<file path="src/rtl/encrypt.sv">
// Symmetric LWE encryption stage: top = m + (e << P) - sum(sk_i * a_i) mod 2^N.
// Define ENCRYPT_NOISE_EN to add the noise term; otherwise the noise port is ignored.
module encrypt #(
  parameter int unsigned DIMENSION = 4,
  parameter int unsigned N         = 30,
  parameter int unsigned P         = 6
) (
  input  logic           clk,
  input  logic           rst_n,
  input  logic           start_valid,
  output logic           start_ready,
  input  logic [P-1:0]   message,
  input  logic [N-P-1:0] noise,
  input  logic           coef_valid,
  output logic           coef_ready,
  input  logic [N-1:0]   secret_key_prime,
  input  logic [N-1:0]   rand_coef,
  output logic           bot_valid,
  output logic [N-1:0]   cipher_text_bot,
  output logic           top_valid,
  input  logic           top_ready,
  output logic [N-1:0]   cipher_text_top
);

  localparam int unsigned IDX_W = (DIMENSION > 1) ? $clog2(DIMENSION) : 1;
  localparam logic [IDX_W-1:0] IDX_LAST = IDX_W'(DIMENSION - 1);

  typedef enum logic [1:0] {IDLE, ACCUM, DONE} state_t;

  state_t           state;
  logic [N-1:0]     acc;
  logic [IDX_W-1:0] idx;

  logic [N-1:0] init_c;
  logic [N-1:0] prod_c;
  logic [N-1:0] acc_sub_c;

  // Accumulator seed: noise sign bits above N-P fall off, so {noise, 0} is the shifted sext.
`ifdef ENCRYPT_NOISE_EN
  assign init_c = {noise, {P{1'b0}}} + N'(message);
`else
  logic unused_noise;
  assign unused_noise = ^noise;
  assign init_c       = N'(message);
`endif

  assign prod_c    = N'(secret_key_prime * rand_coef);
  assign acc_sub_c = acc - prod_c;

  // Control FSM with all handshake outputs registered alongside the state.
  always_ff @(posedge clk or negedge rst_n) begin
    if (!rst_n) begin
      state           <= IDLE;
      acc             <= '0;
      idx             <= '0;
      start_ready     <= 1'b1;
      coef_ready      <= 1'b0;
      bot_valid       <= 1'b0;
      cipher_text_bot <= '0;
      top_valid       <= 1'b0;
      cipher_text_top <= '0;
    end else begin
      bot_valid <= 1'b0;
      case (state)
        IDLE: begin
          if (start_valid) begin
            acc         <= init_c;
            idx         <= '0;
            start_ready <= 1'b0;
            coef_ready  <= 1'b1;
            state       <= ACCUM;
          end
        end
        ACCUM: begin
          if (coef_valid) begin
            acc             <= acc_sub_c;
            cipher_text_bot <= rand_coef;
            bot_valid       <= 1'b1;
            idx             <= idx + IDX_W'(1);
            if (idx == IDX_LAST) begin
              coef_ready      <= 1'b0;
              top_valid       <= 1'b1;
              cipher_text_top <= acc_sub_c;
              state           <= DONE;
            end
          end
        end
        DONE: begin
          if (top_ready) begin
            top_valid   <= 1'b0;
            start_ready <= 1'b1;
            state       <= IDLE;
          end
        end
        default: begin
          start_ready <= 1'b1;
          coef_ready  <= 1'b0;
          top_valid   <= 1'b0;
          state       <= IDLE;
        end
      endcase
    end
  end

endmodule
</file>
<file path="config.mk">
export PLATFORM = sky130hd
export DESIGN_NAME = encrypt
export DESIGN_NICKNAME = d
export VERILOG_FILES = /design/src/rtl/encrypt.sv
export SDC_FILE = /design/constraint.sdc
export NUM_CORES = 1
export LEC_CHECK = 0
export ABC_CLOCK_PERIOD_IN_PS = 14120
export BUFFER_PORTS_ARGS = -buffer_cell sky130_fd_sc_hd__buf_4
export CORE_ASPECT_RATIO = 1.25
export CORE_MARGIN = 5
export CORE_UTILIZATION = 30
export CTS_BUF_LIST = sky130_fd_sc_hd__clkbuf_16
export CTS_CLUSTER_SIZE = 24
export DETAILED_ROUTE_END_ITERATION = 10
export GPL_TIMING_DRIVEN = 1
export MAX_ROUTING_LAYER = met4
export PLACE_DENSITY = 0.55
export SYNTH_ARGS = -nofsm -noshare
export SYNTH_HDL_FRONTEND = slang
export SYNTH_SLANG_ARGS = --single-unit
</file>
<file path="constraint.sdc">
create_clock -name clk -period 14.12 [get_ports clk]
set_input_delay 0.706 -clock clk [delete_from_list [all_inputs] [get_ports clk]]
set_output_delay 0.706 -clock clk [all_outputs]
set_load 0.1 [all_outputs]
</file>
## Word-level counts from Yosys, hierarchy flattened

Index checks and enable logic that the tools add are counted.

| storage, ports and cells | value |
|---|---|
| register bits after elaboration | 98 |
| input port bits | 95 |
| output and inout port bits | 64 |
| word-level logic and storage cells | 55 |

| operators by class | value |
|---|---|
| add/sub/neg operators | 2 |
| multipliers | 1 |
| eq/ne operators | 7 |
| mux-type cells | 24 |
| bitwise logic cells | 3 |
| reduce and logical (&&, ||, !) cells | 9 |

Operators with widths:

| kind | number |
|---|---|
| 30-bit two-way mux | 2 |
| 30-bit case mux with 2 select lines | 1 |
| 30-bit by 30-bit multiplier with 30-bit output | 1 |
| 30-bit subtractor | 1 |
| 2-bit two-way mux | 6 |
| 4-bit AND reduction | 3 |
| 1-bit two-way mux | 10 |
| 1-bit case mux with 3 select lines | 3 |
| 3-bit AND reduction | 3 |
| 2-bit != test (second input constant) | 4 |
| 2-bit case mux with 3 select lines | 1 |
| 2-bit == test (second input constant) | 2 |
| 2-bit case mux with 2 select lines | 1 |
| 1-bit NOT | 3 |
| 2-bit by 1-bit adder with 2-bit output (second input constant) | 1 |
| 2-bit by 1-bit == test with 1-bit output (second input constant) | 1 |
| 2-bit logical NOT | 1 |
| 2-bit AND reduction | 1 |
| 2-bit nonzero test | 1 |

## Depth between registers and ports, before layout

Gate-level depths: netlist of run 1.

| logic depth | value |
|---|---|
| depth after elaboration | 4 |
| depth in mapped cells | 28 |
| mapped depth without buffers | 26 |

## Worst setup path before layout of run 1

No wires, ideal clock.

| path | value |
|---|---|
| path type | input -> register |
| start | input rand_coef[3] |
| end | register acc[27] |
| arrival | 7292 ps |
| data required time | 13998 ps |
| slack | 6707 ps |
| stages on the path | 23 |
| path buffers | 3 |
| path through | clkbuf_1 clkbuf_1 nand2_1 fa_1 fa_1 fa_1 inv_1 fa_1 inv_1 fa_1 fa_1 fa_1 fa_1 ha_1 buf_6 a21o_1 a21o_1 a2111oi_4 o31ai_2 o211ai_2 a21boi_1 or3_1 a32o_1 |

| between the ends | value |
|---|---|
| word-level cells in the longest chain between the ends | 4 |

Ends and longest elaborated chain:

| what | RTL line | RTL |
|---|---|---|
| start: declaration | 17 | `input logic [N-1:0] rand_coef,` |
| 30-bit by 30-bit multiplier with 30-bit output | 47 | `assign prod_c = N'(secret_key_prime * rand_coef);` |
| 30-bit subtractor | 48 | `assign acc_sub_c = acc - prod_c;` |
| 30-bit two-way mux | 75 | `if (coef_valid) begin` |
| 30-bit case mux with 2 select lines | 64 | `case (state)` |
| end signal: assignment | 67 | `acc <= init_c;` |
| end signal: assignment | 76 | `acc <= acc_sub_c;` |
| end: declaration | 31 | `logic [N-1:0] acc;` |

Every way passes these cells. The select of a mux whose other input is x is not followed.
A chain may end at the register's enable or synchronous reset.

## Worst setup path in the final report of run 1

| path | value |
|---|---|
| start | input rand_coef[3] |
| end | register cipher_text_top[29] |

| between the ends | value |
|---|---|
| word-level cells in the longest chain between the ends | 2 |

Ends and longest elaborated chain:

| what | RTL line | RTL |
|---|---|---|
| 30-bit by 30-bit multiplier with 30-bit output | 47 |  |
| 30-bit subtractor | 48 |  |
| end signal: assignment | 83 | `cipher_text_top <= acc_sub_c;` |
| end: declaration | 22 | `output logic [N-1:0] cipher_text_top` |

Every way passes these cells.

==> run_results.csv, run 1 <==
group,metric,value,unit
synthesis,synth_cells,2041,
synthesis,synth_top_area_cell,"sky130_fd_sc_hd__fa_1",
global_routing,grt.busiest_layer,"met2",
placed_design,place_area,0.02055,mm^2
layout,fin_area,0.02083,mm^2
routing,routed_via_density,4.618,
timing,setup-violations-final,0,
synthesis,synthDominantCellAreaShare,0.4105,
synthesis,mean_instance_size_in_the_synthesized_netlist,9.223,um^2
worst_setup_path,crit_end_element,"flip-flop",
die,placementRows,102,
layout,mostFrequentLayoutCells,"sky130_fd_sc_hd__inv_1 (403), sky130_fd_sc_hd__fa_1 (386), sky130_fd_sc_hd__nand2_1 (321)",
worst_setup_path,crit_path_max_fanout,28,
routing,antenna_left,0,
routing,detailedRoute.firstIterationViolations,480,
worst_setup_path,worst_ep_required_time,14.36,ns
routing,avgRoutedWirePerCell,18.16,um
timing,final.period_utilization,0.5556,
worst_setup_path,critPathMostFrequentCell,"sky130_fd_sc_hd__fa_1",
clock_tree,cts_tree,"yes",
timing,report.final.hold_viol_count,0,
synthesis,total_number_of_yosys_warnings,0,
clock_tree,cts.repair.resized,0,
clock_tree,clock_tree_root_buffer_cell,"sky130_fd_sc_hd__clkbuf_16",
routing,detailedRoute.firstPassIterationCount,4,
routing,route.vias.total,13564,
synthesis,yosys.cell_types.count,49,
worst_setup_path,timing.critical_path.arrival,8.08,ns
hold_path,worst_min_path_class,"in -> async",
placed_design,place_congestion,0.8422,
layout,layout_commonest_cell,"sky130_fd_sc_hd__inv_1",
clock_tree,cts-buffers-inserted,9,
synthesis,synth_net_count,2645,
worst_setup_path,critical-path-max-stage-delay,0.89,ns
global_routing,use_met2,0.2965,
clock_tree,post-cts-setup-buffer-count,0,
timing,tightestPinTransition,0.9388,ns
clock_tree,insertion_delay,0.38,ns
global_routing,gr_ovfl_total,0,
worst_setup_path,crit_path_start_kind,"primary input",
global_routing,grt_antenna_before_repair,4,
layout,final_util,0.3358,
clock_tree,clk_pin_slew,0.08,ns
timing,layout_skew,0.01096,ns
die,die_w,234.1,um
die,dieArea,0.06789,mm^2
synthesis,synth-seq-area-share,0.1303,
timing,fin_tns_setup,0,ns
status,status,"completed",
routing,count_of_unresolved_drc_violations_after_routing,0,
global_routing,grt_usage,0.1676,
timing,slew_headroom,0.3699,
synthesis,synthesized_flop_and_latch_total,98,
timing,rsz0062_at_grt,"false",
synthesis,flip_flop_cell_with_the_highest_count_after_synthesis,"sky130_fd_sc_hd__dfrtp_1",
layout,drive_gt1_frac,0.07996,
placed_design,dp_hpwl,43.28,mm
clock_tree,cts-htree-levels,3,
flow_run,drv.max_cap_violation_count,0,
synthesis,syn-cell-area,0.01882,mm^2
die,floorplan.initialDensity,0.3035,
timing,fmaxAchievable,127.5,MHz
clock_tree,cts.sinks,98,
timing,slew_violations,0,
worst_setup_path,cp_slowest_cell,"sky130_fd_sc_hd__a311oi_1",
clock_tree,cts_hold_buf,0,
synthesis,postSynth.asyncResetShare,1.000,
layout,syn2layout_area_growth,10.63,%
global_routing,met3_usage,0.02102,
die,floorplan.io_pins,159,
die,placeableCoreArea,0.06202,mm^2
clock_tree,cts_max_path_buffers,2,
global_routing,grt_max_degree,58,
global_routing,grt_pass1_vias,15511,
worst_setup_path,timing.setup.critical_path_class,"in -> reg",
routing,wirelength,53.34,mm
placed_design,i_o_buffers,134,
layout,finish.net_count,2700,
global_routing,gr-usage-met1,0.2012,
global_routing,grt_first_pass_wirelength,86.89,mm
die,die_height,290.1,um
synthesis,synth.top_cells.by_area,"sky130_fd_sc_hd__fa_1 (41%), sky130_fd_sc_hd__dfrtp_1 (13%), sky130_fd_sc_hd__and2_1 (10%), sky130_fd_sc_hd__ha_1 (8.2%), sky130_fd_sc_hd__inv_1 (8.0%)",
synthesis,number_of_enable_flip_flop_cells_after_synthesis,0,
timing,shortest_period_the_worst_path_allows,7.845,ns
[through the flow]
stage	hold slack [ns]	setup slack, ns	std cells
6_report	0.3230	6.275	2937
5_1_grt	0.3633	6.002	2937
4_1_cts	0.3285	6.265	2933
3_5_place_dp	0.4671	5.936	2917
3_3_place_gp	0.4606	5.921	2917
2_1_floorplan	0.4104	6.707	2041
[cell usage after synthesis (5+ instances only)]
cell,instances
sky130_fd_sc_hd__nor2_1,19
sky130_fd_sc_hd__a31oi_1,7
sky130_fd_sc_hd__nand2_1,323
sky130_fd_sc_hd__xor2_1,22
sky130_fd_sc_hd__ha_1,123
sky130_fd_sc_hd__a21o_1,11
sky130_fd_sc_hd__inv_1,400
sky130_fd_sc_hd__dfrtp_1,97
sky130_fd_sc_hd__fa_1,386
sky130_fd_sc_hd__and2_1,313
sky130_fd_sc_hd__clkbuf_1,90
sky130_fd_sc_hd__a21oi_1,29
sky130_fd_sc_hd__o21ai_0,72
sky130_fd_sc_hd__nand3_1,11
sky130_fd_sc_hd__mux2_2,5
sky130_fd_sc_hd__xnor2_1,66
sky130_fd_sc_hd__nand2b_1,8
[final timing paths]
path	cells past startpoint	slack [ns]	endpoint	start
min in group clk	2	0.48	cipher_text_bot[29]	cipher_text_bot[29]
max in group asynchronous	2	12.56	acc[18]	rst_n
min	1	0.32	cipher_text_bot[20]	rst_n
min reg2reg	2	0.48	cipher_text_bot[29]	cipher_text_bot[29]
max	25	6.28	cipher_text_top[29]	rand_coef[3]
max reg2reg	21	7.71	cipher_text_top[29]	acc[14]
[critical path: cells and delay by family]
| family | cells | cell delay, ns |
|---|---|---|
| buffers and inverters | 7 | 0.64 |
| AND/OR/NAND/NOR | 4 | 0.62 |
| XOR/XNOR | 1 | 0.20 |
| AO/OA/AOI/OAI | 4 | 1.76 |
| adder cells (fa/ha/maj) | 9 | 4.11 |
[layer usage]
layer  vias up  wire length, um
met3        69             1795
met5         -                0
met2       269            28450
li1       6116                -
met1      7110            22010
met4         0             1075
[area by class of cell]
| type | instances | area, um^2 |
|---|---|---|
| diodes | 4 | 10.01 |
| clock buffers | 9 | 225.2 |
| repair buffers | 139 | 1044 |
| multi-input cells | 1447 | 14510 |
| well taps | 832 | 1041 |
| flip-flops and latches | 98 | 2454 |
| clock inverters | 7 | 40.04 |
| inverters | 401 | 1505 |
| fillers | 6545 | 41200 |
[kinds of logic (layout without fill, tap and decap cells)]
group                      after synthesis  in the layout  share of synthesized area
adders and majority gates              510            510                     0.4928
DFF                                     98             98                     0.1303
buffers and inverters                  496            556                    0.09930
and+or+nand+nor                        692            692                     0.1836
xor gates and xnor gates                89             89                    0.04214
AOI/OAI and AO/OA                      149            149                    0.04772
muxes                                    7              7                   0.004054
other                                    0              4                          0
[registers in the layout (all words and copies together), names as in the netlist]
signal / flops
top_valid: 1
cipher_text_top: 30
acc: 30
cipher_text_bot: 30
state: 2
coef_ready: 1
bot_valid: 1
idx: 2
start_ready: 1
Power of run 1 is left out: the tool's default activity adds up to more than one toggle a clock period on the data nets, which glitch-free logic cannot reach.
==> run 2: changes to the inputs <==
ABC_AREA = 1   (was unset)
ABC_CLOCK_PERIOD_IN_PS = 8200   (was 14120)
clock period = 8.2 ns   (was 14.12 ns; I/O delays follow)
==> run_results.csv, run 2 <==
group,metric,value,unit
clock_tree,cts.repair.resized,0,
timing,slew_headroom,0.3615,
global_routing,grt_max_degree,56,
synthesis,synth_cells,2640,
worst_setup_path,worst_ep_required_time,8.48,ns
layout,finalNonFillerCells,3553,
worst_setup_path,timing.critical_path.arrival,7.09,ns
die,die_w,241.1,um
clock_tree,cts-buffers-inserted,9,
synthesis,synth_net_count,3244,
hold_path,worst_min_path_class,"in -> async",
clock_tree,cts_tree,"yes",
global_routing,gr_ovfl_total,0,
layout,largest_registers,"acc x30, cipher_text_bot x30, cipher_text_top x30",
synthesis,mean_instance_size_in_the_synthesized_netlist,7.585,um^2
routing,route.vias.total,15611,
timing,layout_skew,0.01999,ns
die,floorplan.initialDensity,0.3008,
timing,fin_tns_setup,0,ns
timing,fmaxAchievable,146.8,MHz
routing,routed_via_density,4.394,
clock_tree,clock_tree_root_buffer_cell,"sky130_fd_sc_hd__clkbuf_16",
routing,wirelength,57.85,mm
synthesis,number_of_enable_flip_flop_cells_after_synthesis,0,
global_routing,grt_antenna_before_repair,5,
timing,setup-violations-final,0,
timing,final.period_utilization,0.8308,
synthesis,syn-cell-area,0.02002,mm^2
die,placeableCoreArea,0.06658,mm^2
timing,rsz0062_at_grt,"false",
routing,detailedRoute.firstPassIterationCount,5,
layout,layout_commonest_cell,"sky130_fd_sc_hd__nand2_1",
layout,syn2layout_area_growth,9.979,%
timing,tightestPinTransition,0.9567,ns
clock_tree,post-cts-setup-buffer-count,0,
flow_run,drv.max_cap_violation_count,0,
synthesis,synthDominantCellAreaShare,0.3859,
worst_setup_path,timing.setup.critical_path_class,"in -> reg",
clock_tree,cts-htree-levels,3,
global_routing,grt_usage,0.1695,
worst_setup_path,crit_path_start_kind,"primary input",
synthesis,synth_most_common_cell,"sky130_fd_sc_hd__nand2_1",
layout,finish.net_count,3283,
timing,whs,0.008125,ns
die,die_height,298.9,um
placed_design,dp_hpwl,47.51,mm
placed_design,place_area,0.02170,mm^2
worst_setup_path,crit_path_max_fanout,28,
synthesis,synth_commonest_cells,"sky130_fd_sc_hd__nand2_1 (834), sky130_fd_sc_hd__inv_1 (783), sky130_fd_sc_hd__fa_1 (386)",
worst_setup_path,worst_setup_path_endpoint,"cipher_text_top[24]",
worst_setup_path,setup.reg_to_reg.worst_slack,2.45,ns
synthesis,synth-seq-area-share,0.1225,
synthesis,flip_flop_cell_with_the_highest_count_after_synthesis,"sky130_fd_sc_hd__dfrtp_1",
global_routing,grt_first_pass_wirelength,92.75,mm
synthesis,total_number_of_yosys_warnings,0,
routing,detailedRoute.firstIterationViolations,788,
layout,mostFrequentLayoutCells,"sky130_fd_sc_hd__nand2_1 (834), sky130_fd_sc_hd__inv_1 (783), sky130_fd_sc_hd__fa_1 (386)",
synthesis,synth.top_cells.by_area,"sky130_fd_sc_hd__fa_1 (39%), sky130_fd_sc_hd__nand2_1 (16%), sky130_fd_sc_hd__inv_1 (15%), sky130_fd_sc_hd__dfrtp_1 (12%), sky130_fd_sc_hd__ha_1 (7.7%)",
worst_setup_path,regToRegEndpoint,"cipher_text_top[29]",
placed_design,place_congestion,0.8698,
routing,count_of_unresolved_drc_violations_after_routing,0,
worst_setup_path,depth_of_the_most_critical_reg_to_reg_path,19,
die,dieArea,0.07205,mm^2
clock_tree,cts.sinks,98,
status,status,"completed",
layout,fillers,7162,
die,floorplan.io_pins,159,
routing,avgRoutedWirePerCell,16.28,um
placed_design,i_o_buffers,134,
worst_setup_path,critical_path.reg2reg.startpoint,"acc[18]",
clock_tree,clk_pin_slew,0.08,ns
timing,report.final.hold_viol_count,0,
die,placementRows,106,
routing,antenna_left,0,
layout,fin_area,0.02202,mm^2
layout,drive_gt1_frac,0.06781,
synthesis,yosys.cell_types.count,44,
timing,shortest_period_the_worst_path_allows,6.813,ns
synthesis,synth_top_area_cell,"sky130_fd_sc_hd__fa_1",
synthesis,synthesized_flop_and_latch_total,98,
clock_tree,insertion_delay,0.40,ns
clock_tree,cts_hold_buf,0,
timing,slew_violations,0,
worst_setup_path,worstSetupStartpoint,"rand_coef[3]",
global_routing,grt_pass1_vias,16767,
clock_tree,cts_max_path_buffers,2,
placed_design,post-place-cells,3532,
synthesis,postSynth.asyncResetShare,1.000,
worst_setup_path,crit_end_element,"flip-flop",
## run 2: cell count changes in the layout (fill, tap and decap cells not counted), moves of 18 or more
cell,change
sky130_fd_sc_hd__inv_1,+380
sky130_fd_sc_hd__nand3_1,+64
sky130_fd_sc_hd__nor2_1,+18
sky130_fd_sc_hd__nand2_1,+513
sky130_fd_sc_hd__o21ai_0,-29
sky130_fd_sc_hd__xnor2_1,-54
sky130_fd_sc_hd__and2_1,-313
## run 2: worst min path at each step
stage	start	to	depth (start not counted)
4_1_cts	rst_n	cipher_text_top[17]	1
2_1_floorplan	rst_n	acc[0]	0
3_3_place_gp	rst_n	cipher_text_top[17]	1
5_1_grt	rst_n	cipher_text_top[16]	1
6_report	rst_n	cipher_text_top[16]	1
3_5_place_dp	rst_n	cipher_text_top[17]	1
## run 2: metrics by stage
stage / setup WS (ns) / util
2_1_floorplan: 1.761 / -
3_3_place_gp: 0.9497 / 0.3259
3_5_place_dp: 0.9159 / 0.3259
4_1_cts: 1.344 / 0.3306
5_1_grt: 1.058 / 0.3308
6_report: 1.387 / 0.3308
## run 2: logic make-up after synthesis
| group | Yosys count | share of synthesized area |
|---|---|---|
| simple gates | 990 | 0.1976 |
| buf+inv | 898 | 0.1700 |
| fa+ha+maj | 509 | 0.4628 |
| compound gates | 115 | 0.03399 |
| flops | 98 | 0.1225 |
| xor+xnor | 30 | 0.01312 |
## run 2: final cells by class
type / count / area (um^2) / share of cell area
clock inverter: 7 / 85.08 / 0.003863
timing repair buffer: 139 / 1044 / 0.04738
inverter: 787 / 2954 / 0.1341
multi-input combinational: 1644 / 14170 / 0.6433
antenna: 5 / 12.51 / 0.0005681
sequential: 98 / 2454 / 0.1114
clock buffer: 9 / 225.2 / 0.01023
tap: 864 / 1081 / 0.04909
## run 2: per-layer routing
metal | routed length [um] | vias up | global-route usage
met2 | 30620 | 270 | 0.3020
met4 | 1598 | 0 | 0.04905
met3 | 1980 | 59 | 0.02289
met5 | 0 | - | -
li1 | - | 7512 | -
met1 | 23650 | 7770 | 0.1990
## run 2: worst max-delay path: stages
cell and delay (ns):
sky130_fd_sc_hd__buf_4 0.34, sky130_fd_sc_hd__nand2_1 0.15, sky130_fd_sc_hd__fa_1 0.54, sky130_fd_sc_hd__fa_1 0.46
sky130_fd_sc_hd__fa_1 0.56, sky130_fd_sc_hd__inv_1 0.05, sky130_fd_sc_hd__fa_1 0.47, sky130_fd_sc_hd__inv_1 0.05
sky130_fd_sc_hd__fa_1 0.48, sky130_fd_sc_hd__fa_1 0.58, sky130_fd_sc_hd__fa_1 0.46, sky130_fd_sc_hd__fa_1 0.50
sky130_fd_sc_hd__ha_1 0.38, sky130_fd_sc_hd__a21oi_1 0.27, sky130_fd_sc_hd__o21ai_0 0.14, sky130_fd_sc_hd__a21oi_1 0.25
sky130_fd_sc_hd__nand3_1 0.26, sky130_fd_sc_hd__nand2_1 0.13, sky130_fd_sc_hd__nand2_1 0.09, sky130_fd_sc_hd__nand3_1 0.07
sky130_fd_sc_hd__nand3_1 0.10, sky130_fd_sc_hd__nor2_1 0.11, sky130_fd_sc_hd__nand3b_1 0.12, sky130_fd_sc_hd__nand2_1 0.06
Power of run 2 is left out for the same reason.
==> run 3: changes to the inputs <==
ABC_AREA = 0   (was 1)
ABC_CLOCK_PERIOD_IN_PS = 5800   (was 8200)
PLACE_DENSITY = 0.56   (was 0.55)
clock period = 5.8 ns   (was 8.2 ns; I/O delays follow)
==> run_results.csv, run 3 (synthesis results as in run 1) <==
group,metric,value,unit
hold_path,worst_min_path_class,"in -> reg",
timing,slew_violations,0,
global_routing,grt_first_pass_wirelength,96.12,mm
die,die_w,234.1,um
global_routing,grt_usage,0.1887,
timing,fin_tns_setup,-8.763,ns
layout,multiInputGateArea,0.01549,mm^2
die,placementRows,102,
global_routing,gr-usage-met1,0.2256,
layout,syn2layout_area_growth,28.06,%
layout,mostFrequentLayoutCells,"sky130_fd_sc_hd__inv_1 (371), sky130_fd_sc_hd__fa_1 (358), sky130_fd_sc_hd__buf_4 (313)",
layout,fillers,6275,
layout,drive_gt1_frac,0.2527,
global_routing,met3_usage,0.02367,
timing,final.period_utilization,1.094,
timing,fmaxAchievable,157.7,MHz
layout,ff_latch_area,0.002454,mm^2
global_routing,grt.busiest_layer,"met2",
die,placeableCoreArea,0.06202,mm^2
timing,layout_skew,0.01770,ns
placed_design,dp_hpwl,51.04,mm
routing,detailedRoute.firstPassIterationCount,5,
clock_tree,insertion_delay,0.40,ns
clock_tree,cts-htree-levels,3,
routing,detailedRoute.firstIterationViolations,713,
timing,rsz0062_at_grt,"true",
clock_tree,cts.sinks,98,
timing,report.final.hold_viol_count,0,
clock_tree,cts-buffers-inserted,9,
global_routing,gr_ovfl_total,0,
worst_setup_path,timing.setup.critical_path_class,"in -> reg",
layout,largest_registers,"acc x30, cipher_text_bot x30, cipher_text_top x30",
flow_run,drv.max_cap_violation_count,0,
die,die_height,290.1,um
routing,avgRoutedWirePerCell,19.13,um
placed_design,i_o_buffers,134,
routing,routed_via_density,4.583,
global_routing,use_met2,0.3316,
timing,slew_headroom,0.2908,
global_routing,grt_antenna_before_repair,3,
routing,antenna_left,0,
worst_setup_path,crit_path_start_kind,"primary input",
die,floorplan.io_pins,159,
placed_design,post-place-ws,-1.221,ns
routing,wirelength,60.71,mm
clock_tree,clk_pin_slew,0.09,ns
timing,setup-violations-final,30,
timing,postLayoutSetupSlackWorst,-0.5424,ns
timing,tightestPinTransition,1.060,ns
timing,shortest_period_the_worst_path_allows,6.342,ns
worst_setup_path,crit_path_max_fanout,8,
placed_design,place_congestion,0.8797,
clock_tree,clock_tree_root_buffer_cell,"sky130_fd_sc_hd__clkbuf_16",
clock_tree,cts_max_path_buffers,2,
routing,count_of_unresolved_drc_violations_after_routing,0,
status,violations_in_the_final_reports,"setup timing",
worst_setup_path,crit_end_element,"flip-flop",
global_routing,grt_pass1_vias,16682,
die,floorplan.initialDensity,0.3035,
worst_setup_path,timing.critical_path.arrival,6.63,ns
status,status,"complete, but fails checks",
routing,route.vias.total,14543,
worst_setup_path,worst_ep_required_time,6.09,ns
layout,finish.net_count,2938,
global_routing,grt_max_degree,66,
layout,layout_commonest_cell,"sky130_fd_sc_hd__inv_1",
die,dieArea,0.06789,mm^2
clock_tree,cts_tree,"yes",
run 3: stage by stage:
step	std cells	instance area, um^2	hold WS [ns]	utilization
4_1_cts	3158	23740	0.08238	0.3827
6_report	3173	24110	0.1089	0.3886
5_1_grt	3173	24110	0.1200	0.3886
2_1_floorplan	2041	19100	-0.005591	-
3_3_place_gp	3125	22360	0.2868	0.3605
3_5_place_dp	3125	22360	0.3001	0.3605
run 3: repair_timing:
item                                   CTS  global route
cloned                                   2             1
buffers inserted                        16            14
hold buffers                             1             0
endpoints found under the hold margin   33             0
resized for setup                      240            66
setup endpoints to repair               37            38
pin swaps                              112            59
run 3: area by class of cell:
class | count | share of cell area
antenna | 2 | 0.0002076
clock buffer | 9 | 0.009343
clock inverter | 7 | 0.002647
inverter | 401 | 0.06244
multi-input combinational | 1447 | 0.6426
sequential | 98 | 0.1018
tap | 832 | 0.04318
timing repair buffer | 377 | 0.1378
run 3: critical path, stage by stage:
cell	delay, ns
sky130_fd_sc_hd__buf_16	0.13
sky130_fd_sc_hd__buf_12	0.14
sky130_fd_sc_hd__and2_4	0.14
sky130_fd_sc_hd__fa_2	0.39
sky130_fd_sc_hd__inv_2	0.07
sky130_fd_sc_hd__fa_2	0.44
sky130_fd_sc_hd__fa_2	0.54
sky130_fd_sc_hd__inv_1	0.05
sky130_fd_sc_hd__fa_2	0.51
sky130_fd_sc_hd__inv_1	0.05
sky130_fd_sc_hd__fa_1	0.52
sky130_fd_sc_hd__inv_2	0.05
sky130_fd_sc_hd__ha_4	0.25
sky130_fd_sc_hd__inv_2	0.03
sky130_fd_sc_hd__fa_2	0.55
sky130_fd_sc_hd__fa_2	0.45
sky130_fd_sc_hd__ha_4	0.18
sky130_fd_sc_hd__a21o_1	0.18
sky130_fd_sc_hd__a21o_1	0.20
sky130_fd_sc_hd__a2111oi_4	0.47
sky130_fd_sc_hd__o31ai_4	0.12
sky130_fd_sc_hd__o211ai_2	0.19
sky130_fd_sc_hd__a21boi_2	0.07
sky130_fd_sc_hd__or3_1	0.33
sky130_fd_sc_hd__a32o_1	0.27
run 3: worst paths after layout:
kind / startpoint / endpoint / cells past startpoint / slack, ns
min in group asynchronous: rst_n / cipher_text_top[16] / 2 / 0.42
max in group asynchronous: rst_n / cipher_text_bot[18] / 3 / 4.06
setup / recovery: secret_key_prime[6] / acc[27] / 25 / -0.54
hold reg to reg: cipher_text_bot[29] / cipher_text_bot[29] / 2 / 0.48
setup reg to reg: acc[16] / acc[27] / 17 / 0.15
hold / removal: rand_coef[29] / cipher_text_bot[29] / 3 / 0.11
run 3: routing by layer:
layer | part of all wire | wire length, um | up-vias
met5 | 0 | 0 | -
met4 | 0.029 | 1773 | 0
met3 | 0.043 | 2623 | 84
met2 | 0.53 | 32100 | 314
met1 | 0.40 | 24220 | 7551
li1 | - | - | 6594
Power of run 3 is left out for the same reason.
